## config.mk

```make
export PLATFORM = sky130hd
export DESIGN_NAME = rv32imf_obi_master_buffered
export DESIGN_NICKNAME = d
export VERILOG_FILES = /design/src/rtl/rv32imf_obi_master_buffered.sv
export SDC_FILE = /design/constraint.sdc
export NUM_CORES = 1
export LEC_CHECK = 0
export CORE_MARGIN = 10
export CORE_UTILIZATION = 48
export DETAILED_ROUTE_END_ITERATION = 8
export GPL_ROUTABILITY_DRIVEN = 1
export PLACE_DENSITY = 0.86
export SLEW_MARGIN = 20
export SYNTH_ARGS = -nofsm -noshare
export SYNTH_HDL_FRONTEND = slang
export SYNTH_SLANG_ARGS = --single-unit
```

## constraint.sdc

```tcl
create_clock -name clk -period 7.26 [get_ports clk]
set_input_delay 1.452 -clock clk [delete_from_list [all_inputs] [get_ports clk]]
set_output_delay 1.452 -clock clk [all_outputs]
set_load 0.05 [all_outputs]
```

## src/rtl/rv32imf_obi_master_buffered.sv

```systemverilog
// OBI 1.x master adapter: holds the A channel stable until granted, limits
// outstanding transactions with a credit counter and buffers responses in a FIFO.
module rv32imf_obi_master_buffered #(
  parameter int ADDR_W          = 32,
  parameter int DATA_W          = 32,
  parameter int ATOP_W          = 6,
  parameter int MAX_OUTSTANDING = 2,
  parameter bit TRANS_STABLE    = 1'b0,
  parameter bit RESP_BYPASS     = 1'b1,
  localparam int BE_W           = DATA_W / 8,
  localparam int CNT_W          = $clog2(MAX_OUTSTANDING + 1)
) (
  input  logic              clk,
  input  logic              rst,
  input  logic              trans_valid_i,
  output logic              trans_ready_o,
  input  logic [ADDR_W-1:0] trans_addr_i,
  input  logic              trans_we_i,
  input  logic [BE_W-1:0]   trans_be_i,
  input  logic [DATA_W-1:0] trans_wdata_i,
  input  logic [ATOP_W-1:0] trans_atop_i,
  output logic              resp_valid_o,
  input  logic              resp_ready_i,
  output logic [DATA_W-1:0] resp_rdata_o,
  output logic              resp_err_o,
  output logic [CNT_W-1:0]  outstanding_o,
  output logic              obi_req_o,
  input  logic              obi_gnt_i,
  output logic [ADDR_W-1:0] obi_addr_o,
  output logic              obi_we_o,
  output logic [BE_W-1:0]   obi_be_o,
  output logic [DATA_W-1:0] obi_wdata_o,
  output logic [ATOP_W-1:0] obi_atop_o,
  input  logic [DATA_W-1:0] obi_rdata_i,
  input  logic              obi_rvalid_i,
  input  logic              obi_err_i
);

  localparam int PTR_W = (MAX_OUTSTANDING > 1) ? $clog2(MAX_OUTSTANDING) : 1;

  typedef enum logic {TRANSPARENT, REGISTERED} state_e;

  state_e              state_q, state_d;
  logic [ADDR_W-1:0]   addr_q, addr_d;
  logic                we_q, we_d;
  logic [BE_W-1:0]     be_q, be_d;
  logic [DATA_W-1:0]   wdata_q, wdata_d;
  logic [ATOP_W-1:0]   atop_q, atop_d;
  logic [CNT_W-1:0]    cnt_q, cnt_d;
  logic [CNT_W-1:0]    occ_q, occ_d;
  logic [PTR_W-1:0]    wptr_q, wptr_d, rptr_q, rptr_d;
  logic [DATA_W-1:0]   rdata_mem_q [MAX_OUTSTANDING];
  logic                err_mem_q   [MAX_OUTSTANDING];

  logic cnt_ok, fifo_empty, fifo_full, rvalid_ok, bypass;
  logic push, pop, accept, consume;
  logic a_req, a_ready;

  assign cnt_ok     = (cnt_q < CNT_W'(MAX_OUTSTANDING));
  assign fifo_empty = (occ_q == '0);
  assign fifo_full  = (occ_q == CNT_W'(MAX_OUTSTANDING));
  // A response with no credit outstanding is dropped rather than delivered.
  assign rvalid_ok  = obi_rvalid_i && (cnt_q != '0);
  assign bypass     = RESP_BYPASS && fifo_empty && resp_ready_i;
  assign push       = rvalid_ok && !bypass && !fifo_full;
  assign pop        = !fifo_empty && resp_ready_i;
  assign accept     = trans_valid_i && a_ready;
  assign consume    = resp_valid_o && resp_ready_i;
  assign outstanding_o = cnt_q;

  always_comb begin
    state_d       = state_q;
    addr_d        = addr_q;
    we_d          = we_q;
    be_d          = be_q;
    wdata_d       = wdata_q;
    atop_d        = atop_q;
    a_req         = 1'b0;
    a_ready       = 1'b0;
    obi_addr_o    = trans_addr_i;
    obi_we_o      = trans_we_i;
    obi_be_o      = trans_be_i;
    obi_wdata_o   = trans_wdata_i;
    obi_atop_o    = trans_atop_i;
    if (TRANS_STABLE) begin
      a_req   = trans_valid_i && cnt_ok;
      a_ready = obi_gnt_i && cnt_ok;
    end else begin
      case (state_q)
        TRANSPARENT: begin
          a_req   = trans_valid_i && cnt_ok;
          a_ready = cnt_ok;
          if (a_req && !obi_gnt_i) begin
            state_d = REGISTERED;
            addr_d  = trans_addr_i;
            we_d    = trans_we_i;
            be_d    = trans_be_i;
            wdata_d = trans_wdata_i;
            atop_d  = trans_atop_i;
          end
        end
        REGISTERED: begin
          a_req       = 1'b1;
          obi_addr_o  = addr_q;
          obi_we_o    = we_q;
          obi_be_o    = be_q;
          obi_wdata_o = wdata_q;
          obi_atop_o  = atop_q;
          if (obi_gnt_i) state_d = TRANSPARENT;
        end
        default: state_d = TRANSPARENT;
      endcase
    end
    obi_req_o     = a_req;
    trans_ready_o = a_ready;
    // Combinational paths must stay quiet while reset is held.
    if (rst) begin
      obi_req_o     = 1'b0;
      trans_ready_o = 1'b0;
      obi_addr_o    = '0;
      obi_we_o      = 1'b0;
      obi_be_o      = '0;
      obi_wdata_o   = '0;
      obi_atop_o    = '0;
    end
  end

  always_comb begin
    resp_valid_o = !fifo_empty;
    resp_rdata_o = rdata_mem_q[rptr_q];
    resp_err_o   = err_mem_q[rptr_q];
    if (bypass) begin
      resp_valid_o = rvalid_ok;
      resp_rdata_o = obi_rdata_i;
      resp_err_o   = obi_err_i;
    end
    if (rst) begin
      resp_valid_o = 1'b0;
      resp_rdata_o = '0;
      resp_err_o   = 1'b0;
    end
  end

  always_comb begin
    cnt_d  = cnt_q;
    occ_d  = occ_q;
    wptr_d = wptr_q;
    rptr_d = rptr_q;
    if (accept && !consume) cnt_d = cnt_q + CNT_W'(1);
    if (!accept && consume) cnt_d = cnt_q - CNT_W'(1);
    if (push && !pop) occ_d = occ_q + CNT_W'(1);
    if (!push && pop) occ_d = occ_q - CNT_W'(1);
    if (push) wptr_d = (wptr_q == PTR_W'(MAX_OUTSTANDING - 1)) ? '0 : wptr_q + PTR_W'(1);
    if (pop)  rptr_d = (rptr_q == PTR_W'(MAX_OUTSTANDING - 1)) ? '0 : rptr_q + PTR_W'(1);
  end

  always_ff @(posedge clk or posedge rst) begin
    if (rst) begin
      state_q <= TRANSPARENT;
      addr_q  <= '0;
      we_q    <= 1'b0;
      be_q    <= '0;
      wdata_q <= '0;
      atop_q  <= '0;
      cnt_q   <= '0;
      occ_q   <= '0;
      wptr_q  <= '0;
      rptr_q  <= '0;
    end else begin
      state_q <= state_d;
      addr_q  <= addr_d;
      we_q    <= we_d;
      be_q    <= be_d;
      wdata_q <= wdata_d;
      atop_q  <= atop_d;
      cnt_q   <= cnt_d;
      occ_q   <= occ_d;
      wptr_q  <= wptr_d;
      rptr_q  <= rptr_d;
    end
  end

  always_ff @(posedge clk or posedge rst) begin
    if (rst) begin
      for (int i = 0; i < MAX_OUTSTANDING; i++) begin
        rdata_mem_q[i] <= '0;
        err_mem_q[i]   <= 1'b0;
      end
    end else if (push) begin
      rdata_mem_q[wptr_q] <= obi_rdata_i;
      err_mem_q[wptr_q]   <= obi_err_i;
    end
  end

  rvalid_protocol: assert property (@(posedge clk) disable iff (rst)
    !(obi_rvalid_i && (fifo_full || cnt_q == '0)));

endmodule
```

==> results of run 1 <==
==> kinds of logic after synthesis <==
logic type / synth area share
adders and majority gates: 0.00334
muxes: 0.356
DFF: 0.494
buffers and inverters: 0.0347
and+or+nand+nor: 0.0645
AOI/OAI and AO/OA: 0.0377
xor gates and xnor gates: 0.00935
==> routing by layer <==
| layer | up-vias | share of wire | GRT usage |
|---|---|---|---|
| li1 | 2577 | - | - |
| met1 | 2727 | 0.45 | 0.234 |
| met2 | 211 | 0.47 | 0.293 |
| met3 | 28 | 0.063 | 0.0534 |
| met4 | 0 | 0.017 | 0.0669 |
| met5 | - | 0 | 0 |
==> critical path: cells and delay by family <==
kind	cells	cell delay, ns
buffers and inverters	3	1.77
AOI/OAI and AO/OA	1	0.31
and+or+nand+nor	1	0.58
==> flip-flops by register name, summed over array words and instances (netlist names) <==
name and count:
outstanding_o 2, err_mem_q 2, wptr_q 1, be_q 4, we_q 1, atop_q 6
state_q 1, occ_q 2, addr_q 32, rptr_q 1, wdata_q 32, rdata_mem_q 64
==> path summary, 6_finish.rpt <==
check	startpoint	to	slack, ns	cells after the start
worst max-delay path	resp_ready_i	resp_rdata_o[3]	1.67	5
worst min-delay path	be_q[3]$_DFFE_PP0P_	be_q[3]$_DFFE_PP0P_	0.48	1
worst max register to register	state_q$_DFF_PP0_	wdata_q[5]$_DFFE_PP0P_	4.61	4
worst min register to register	be_q[3]$_DFFE_PP0P_	be_q[3]$_DFFE_PP0P_	0.48	1
max in group asynchronous	rst	state_q$_DFF_PP0_	4.26	3
min in group asynchronous	rst	rdata_mem_q[21]$_DFFE_PP0P_	1.48	2
==> metrics by stage <==
| step | instance area (µm²) | total power [mW] | hold slack (ns) |
|---|---|---|---|
| 2_1_floorplan | 7490 | 2.94 | 0.458 |
| 3_3_place_gp | 9820 | 3.45 | 0.467 |
| 3_5_place_dp | 9820 | 3.55 | 0.476 |
| 4_1_cts | 10400 | 4.46 | 0.489 |
| 5_1_grt | 10400 | 4.65 | 0.496 |
| 6_report | 10400 | 4.42 | 0.484 |
==> placed cells by master, fill, tap and decap left out, types with 3 or more instances in the layout <==
cell type	instances
a211oi_1	33
buf_4	6
bufinv_16	3
clkbuf_16	17
clkdlybuf4s50_1	225
clkinv_4	3
clkinvlp_4	4
dfrtp_1	146
mux2_1	50
mux2_2	91
mux2i_1	108
nor2_1	113
xnor2_1	6
==> where the power goes <==
part	internal [mW]	switching (mW)
Clock	0.549	0.337
Combinational	0.902	1.09
Sequential	1.25	0.290
==> area by class of cell <==
| type | count | area (µm²) |
|---|---|---|
| fill | 1072 | 4830 |
| sequential | 148 | 3710 |
| multi-input combinational | 419 | 3530 |
| timing repair buffer | 232 | 2310 |
| clock buffer | 20 | 447 |
| tap | 211 | 264 |
| clock inverter | 12 | 156 |
| inverter | 2 | 12.5 |
==> metrics.md, run 1 <==
| Metric | Value |
|---|---|
| Status | finished, final reports clean |
| Cell taking the most area after synthesis | dfrtp_1 |
| DRT Wirelength | 19.8 mm |
| Critical path, cell by cell | clkdlybuf4s50_1 -> or3b_2 -> buf_4 -> a211oi_1 -> clkdlybuf4s50_1 |
| Cell Pwr Density | 424 nW/µm² |
| Gate Count Post-Synth | 616 |
| Dpl hpwl | 14.1 mm |
| Vias in the first global route | 5,790 |
| Finished Layout Cells | 1,044 |
| Layout cells sized above 1 | 0.161 |
| P_leak | 4.29 nW |
| Max_slew headroom | 0.314 |
| Final Util | 0.684 |
| Tcrit/Tclk final | 0.771 |
| Total setup buffers inserted after CTS | 0 |
| CP Capture Type | output port |
| Crit-path max cell delay | 0.88 ns |
| Slack of the critical path | 1.67 ns |
| Ys flop type | dfrtp_1 |
| DIE WIDTH | 145 µm |
| Most numerous cell in the Yosys netlist | dfrtp_1 |
| Number of CTS-inserted buffers | 17 |
| Antenna violation net count after detailed routing | 0 |
| Worst EP required | 5.81 ns |
| Post-place setup slack | 1.68 ns |
| Synthesized area | 7490 µm² |
| # nets final | 936 |
| Synthesis Warnings | 0 |
| RSZ-0062 raised after global routing | false |
| Post-Place Cells | 1,012 |
| Worst skew pair latency | 0.42 ns |
| CTS max path bufs | 2 |
| Residual DRC | 0 |
| Setup-failing EPs final | 0 |
| N_diodes | 0 |
| Avg WL per Cell | 19.0 µm |
| CP arrival | 4.14 ns |
| Crit start category | primary input |
| Top post-synthesis cells by area | dfrtp_1 49%, mux2i_1 14%, mux2_2 14%, mux2_1 7.5%, nor2_1 5.7% |
| Cell seen most often among critical-path stages | clkdlybuf4s50_1 |
| # IOs | 227 |
| Yosys top cell area share | 0.494 |
| Clock-pin slew on the worst setup and hold paths | 0.05 ns |
| GP Congestion | 0.740 |
| Maximum number of pins on one net before global-route repair | 113 |
| Remaining global-route overflow | 0 |
| Synth top cells by count | 148 x dfrtp_1, 113 x nor2_1, 108 x mux2i_1 |
| CTS Hold Bufs | 0 |
| Async S/R FF share, synth | 1.00 |
| Setup_tns | 0 ns |
| Routed vias/inst | 5.31 |
| Hold Fails Final Rpt | 0 |
| Sequential share of the synthesized area | 0.494 |
| CTS tree | yes |
| Chip height | 145 µm |
| Hold Path Class | reg -> reg |
| Worst-path maximum fanout | 57 |
| Total core area | 15,300 µm² |
| #FFs+latches synth | 148 |
| H-tree levels | 4 |
| I/O Buffers | 226 |
| # rows | 45 |
| Library cells used by synthesis | 26 |
| Total number of vias | 5,543 |
| Area growth from synthesis to layout | 39.2% |
| Drt first pass iters | 4 |
| Worst vdd ir | 0.316 mV |
| GRT Util Overall | 0.184 |
| Post-synth EDFFs | 0 |
| CP max stage cell | clkdlybuf4s50_1 |
| CTS Root Cell | clkbuf_16 |
| Max cap viols | 0 |
| First-pass GRT wire length | 31.5 mm |
| Synth Net Count | 732 |
| Clk_skew | 0.00592 ns |
| Final Max Tran Viols | 0 |
| Initial antenna violation count | 0 |
| Max Fclk | 179 MHz |
| Crit path kind | in -> out |
| Fin crit period | 5.59 ns |
| Worst Max-Slew Pin Slew | 1.03 ns |
| Post_cts resized | 0 |
| Initial DRC Count | 296 |
| Syn Area/Cell | 12.2 µm² |
| Clock sink count | 148 |
| Die area | 21,000 µm² |
| Initial Utilization | 0.491 |
No activity file was read; power rests on OpenSTA's default activity.
==> run 2: changes to the inputs <==
==> constraint.sdc (replaced) <==
create_clock -name clk -period 5.6 [get_ports clk]
set_input_delay 1.12 -clock clk [delete_from_list [all_inputs] [get_ports clk]]
set_output_delay 1.12 -clock clk [all_outputs]
set_load 0.05 [all_outputs]
==> metrics.md, run 2 (same netlist as run 1, synthesis figures left out) <==
| Metric | Value |
|---|---|
| Status | finished, final reports clean |
| CP max stage cell | clkdlybuf4s50_1 |
| Initial Utilization | 0.491 (unchanged) |
| Register area | 3710 µm² (unchanged) |
| Filler instances | 1,073 (+0.093%) |
| Crit path kind | in -> out |
| Total core area | 15,300 µm² (unchanged) |
| First-pass GRT wire length | 31.9 mm (+1.1%) |
| Total setup buffers inserted after CTS | 0 (unchanged) |
| Initial DRC Count | 213 (-28%) |
| CTS Hold Bufs | 0 (unchanged) |
| DRT Wirelength | 19.9 mm (+0.40%) |
| Post_cts resized | 0 (unchanged) |
| Layout cells sized above 1 | 0.160 (-0.00120) |
| Crit start category | primary input |
| Total number of vias | 5,477 (-1.2%) |
| Final Util | 0.685 (+0.00107) |
| Max Fclk | 207 MHz |
| Remaining global-route overflow | 0 (unchanged) |
| Area growth from synthesis to layout | 39.4% |
| CTS Root Cell | clkbuf_16 |
| Routed vias/inst | 5.24 (-1.3%) |
| Tcrit/Tclk final | 0.861 |
| Area after DPL | 9820 µm² (unchanged) |
| Max cap viols | 0 (unchanged) |
| Max_slew headroom | 0.284 (-0.0297) |
| Most frequent cells in the layout | 225 x clkdlybuf4s50_1, 146 x dfrtp_1, 113 x nor2_1, 108 x mux2i_1, 91 x mux2_2 |
| Final Max Tran Viols | 0 (unchanged) |
| Worst vdd ir | 0.350 mV (+11%) |
| Worst Max-Slew Pin Slew | 1.07 ns (+0.0445 ns) |
| Post-place setup slack | 0.504 ns (-1.17 ns) |
| Antenna violation net count after detailed routing | 0 (unchanged) |
| Hold Path Class | reg -> reg |
| R2R Path Start | state_q$_DFF_PP0_ |
| RSZ-0062 raised after global routing | false |
| Design area | 10,400 µm² (+0.16%) |
| Worst EP required | 4.48 ns (-1.33 ns) |
| GRT Util Overall | 0.184 (about the same) |
| # nets final | 936 (unchanged) |
| Drt first pass iters | 5 (+1) |
| Clk_skew | 0.00679 ns (+0.000869 ns) |
| Dpl hpwl | 14.1 mm (-0.34%) |
| P_leak | 4.30 nW (+0.29%) |
| Die area | 21,000 µm² (unchanged) |
| Hold depth | 1 (unchanged) |
| DIE WIDTH | 145 µm (unchanged) |
| Hold_sp | atop_q[0]$_DFFE_PP0P_ |
| Chip height | 145 µm (unchanged) |
| Max reg flops | 64 (unchanged) |
| Avg WL per Cell | 19.0 µm (+0.30%) |
| Hold Fails Final Rpt | 0 (unchanged) |
| Crit-path max cell delay | 0.88 ns (about the same) |
| Clock sink count | 148 (unchanged) |
| Reg2Reg Depth | 4 (unchanged) |
| GP Congestion | 0.772 (+4.3%) |
| Residual DRC | 0 (unchanged) |
| Commonest non-fill, non-tap cell in the layout | clkdlybuf4s50_1 |
| CTS max path bufs | 2 (unchanged) |
| Most flops, register | rdata_mem_q |
| Crit path from | resp_ready_i |
| Area of the multi-input gates | 3540 µm² (about the same) |
| Worst skew pair latency | 0.41 ns (about the same) |
| Initial antenna violation count | 1 (+1) |
| I/O Buffers | 226 (unchanged) |
| Clock-pin slew on the worst setup and hold paths | 0.06 ns (about the same) |
| CP Capture Type | output port |
| Setup_tns | 0 ns (unchanged) |
| # rows | 45 (unchanged) |
| Vias in the first global route | 5,815 (+0.43%) |
| H-tree levels | 4 (unchanged) |
| Total Power | 5.74 mW (+30%) |
| Setup-failing EPs final | 0 (unchanged) |
| Maximum number of pins on one net before global-route repair | 113 (unchanged) |
| Number of CTS-inserted buffers | 17 (unchanged) |
| Slack of the critical path | 0.778 ns (-0.888 ns) |
| Cell Pwr Density | 549 nW/µm² (+30%) |
| CP arrival | 3.70 ns (-0.44 ns) |
| # IOs | 227 (unchanged) |
| Fin crit period | 4.82 ns |
| Critical path, cell by cell | clkdlybuf4s50_1 -> or3b_4 -> nor2_1 -> a211oi_1 -> clkdlybuf4s50_1 |
| Largest regs | rdata_mem_q: 64 flops, addr_q: 32 flops, wdata_q: 32 flops |
| Worst-path maximum fanout | 66 (+16%) |
| Cell seen most often among critical-path stages | clkdlybuf4s50_1 |
| CTS tree | yes |
-- run 2: cell types whose count changed in the layout (fill, tap and decap cells not counted), sizes merged --
cell,previous run,this run
clkinvlp,4,3
clkinv,5,2
diode,0,1
clkbuf,20,24
-- run 2: critical path: cells and delay by family --
| kind | cells | cell delay (ns) |
|---|---|---|
| buffers and inverters | 2 | 1.36 |
| AND/OR/NAND/NOR | 2 | 0.84 |
| AO/OA/AOI/OAI | 1 | 0.36 |
-- run 2: report_power, final --
part | total [mW] | internal [mW] | switching, mW
sequential | 2.01 | 1.62 | 0.387
combinational | 2.56 | 1.17 | 1.39
clock | 1.17 | 0.747 | 0.422
-- run 2: layout make-up --
class,instances,area share
multi-input cells,419,0.339
inverters,2,0.00120
well taps,211,0.0253
repair buffers,232,0.221
diodes,1,0.000240
clock inverters,8,0.0117
clock buffers,24,0.0471
flip-flops and latches,148,0.355
-- run 2: path summary, 6_finish.rpt --
check | end | slack, ns
worst max register to register | addr_q[20]$_DFFE_PP0P_ | 2.75
worst max-delay path | resp_rdata_o[18] | 0.78
worst min register to register | atop_q[0]$_DFFE_PP0P_ | 0.48
min in group asynchronous | rdata_mem_q[24]$_DFFE_PP0P_ | 1.17
max in group asynchronous | state_q$_DFF_PP0_ | 2.87
worst min-delay path | atop_q[0]$_DFFE_PP0P_ | 0.48
-- run 2: layer usage --
layer	part of all wire	track usage	up-vias
li1	-	-	2580
met3	0.063	0.0540	24
met5	0	0	-
met1	0.45	0.237	2696
met4	0.016	0.0582	0
met2	0.47	0.292	177
-- run 2: per-stage QoR --
step,hold slack (ns),instances
6_report,0.484,1045
5_1_grt,0.496,1044
4_1_cts,0.488,1044
3_5_place_dp,0.475,1012
3_3_place_gp,0.466,1012
2_1_floorplan,0.458,616
==> run 3: changes to the inputs <==
--- a/config.mk
+++ b/config.mk
@@ -8,7 +8,7 @@
 export CORE_MARGIN = 10
 export CORE_UTILIZATION = 48
 export DETAILED_ROUTE_END_ITERATION = 8
-export GPL_ROUTABILITY_DRIVEN = 1
+export GPL_ROUTABILITY_DRIVEN = 0
 export PLACE_DENSITY = 0.86
 export SLEW_MARGIN = 20
 export SYNTH_ARGS = -nofsm -noshare
==> results of run 3 <==
Same layout as run 2: the final DEF is identical, and so are final timing and power.
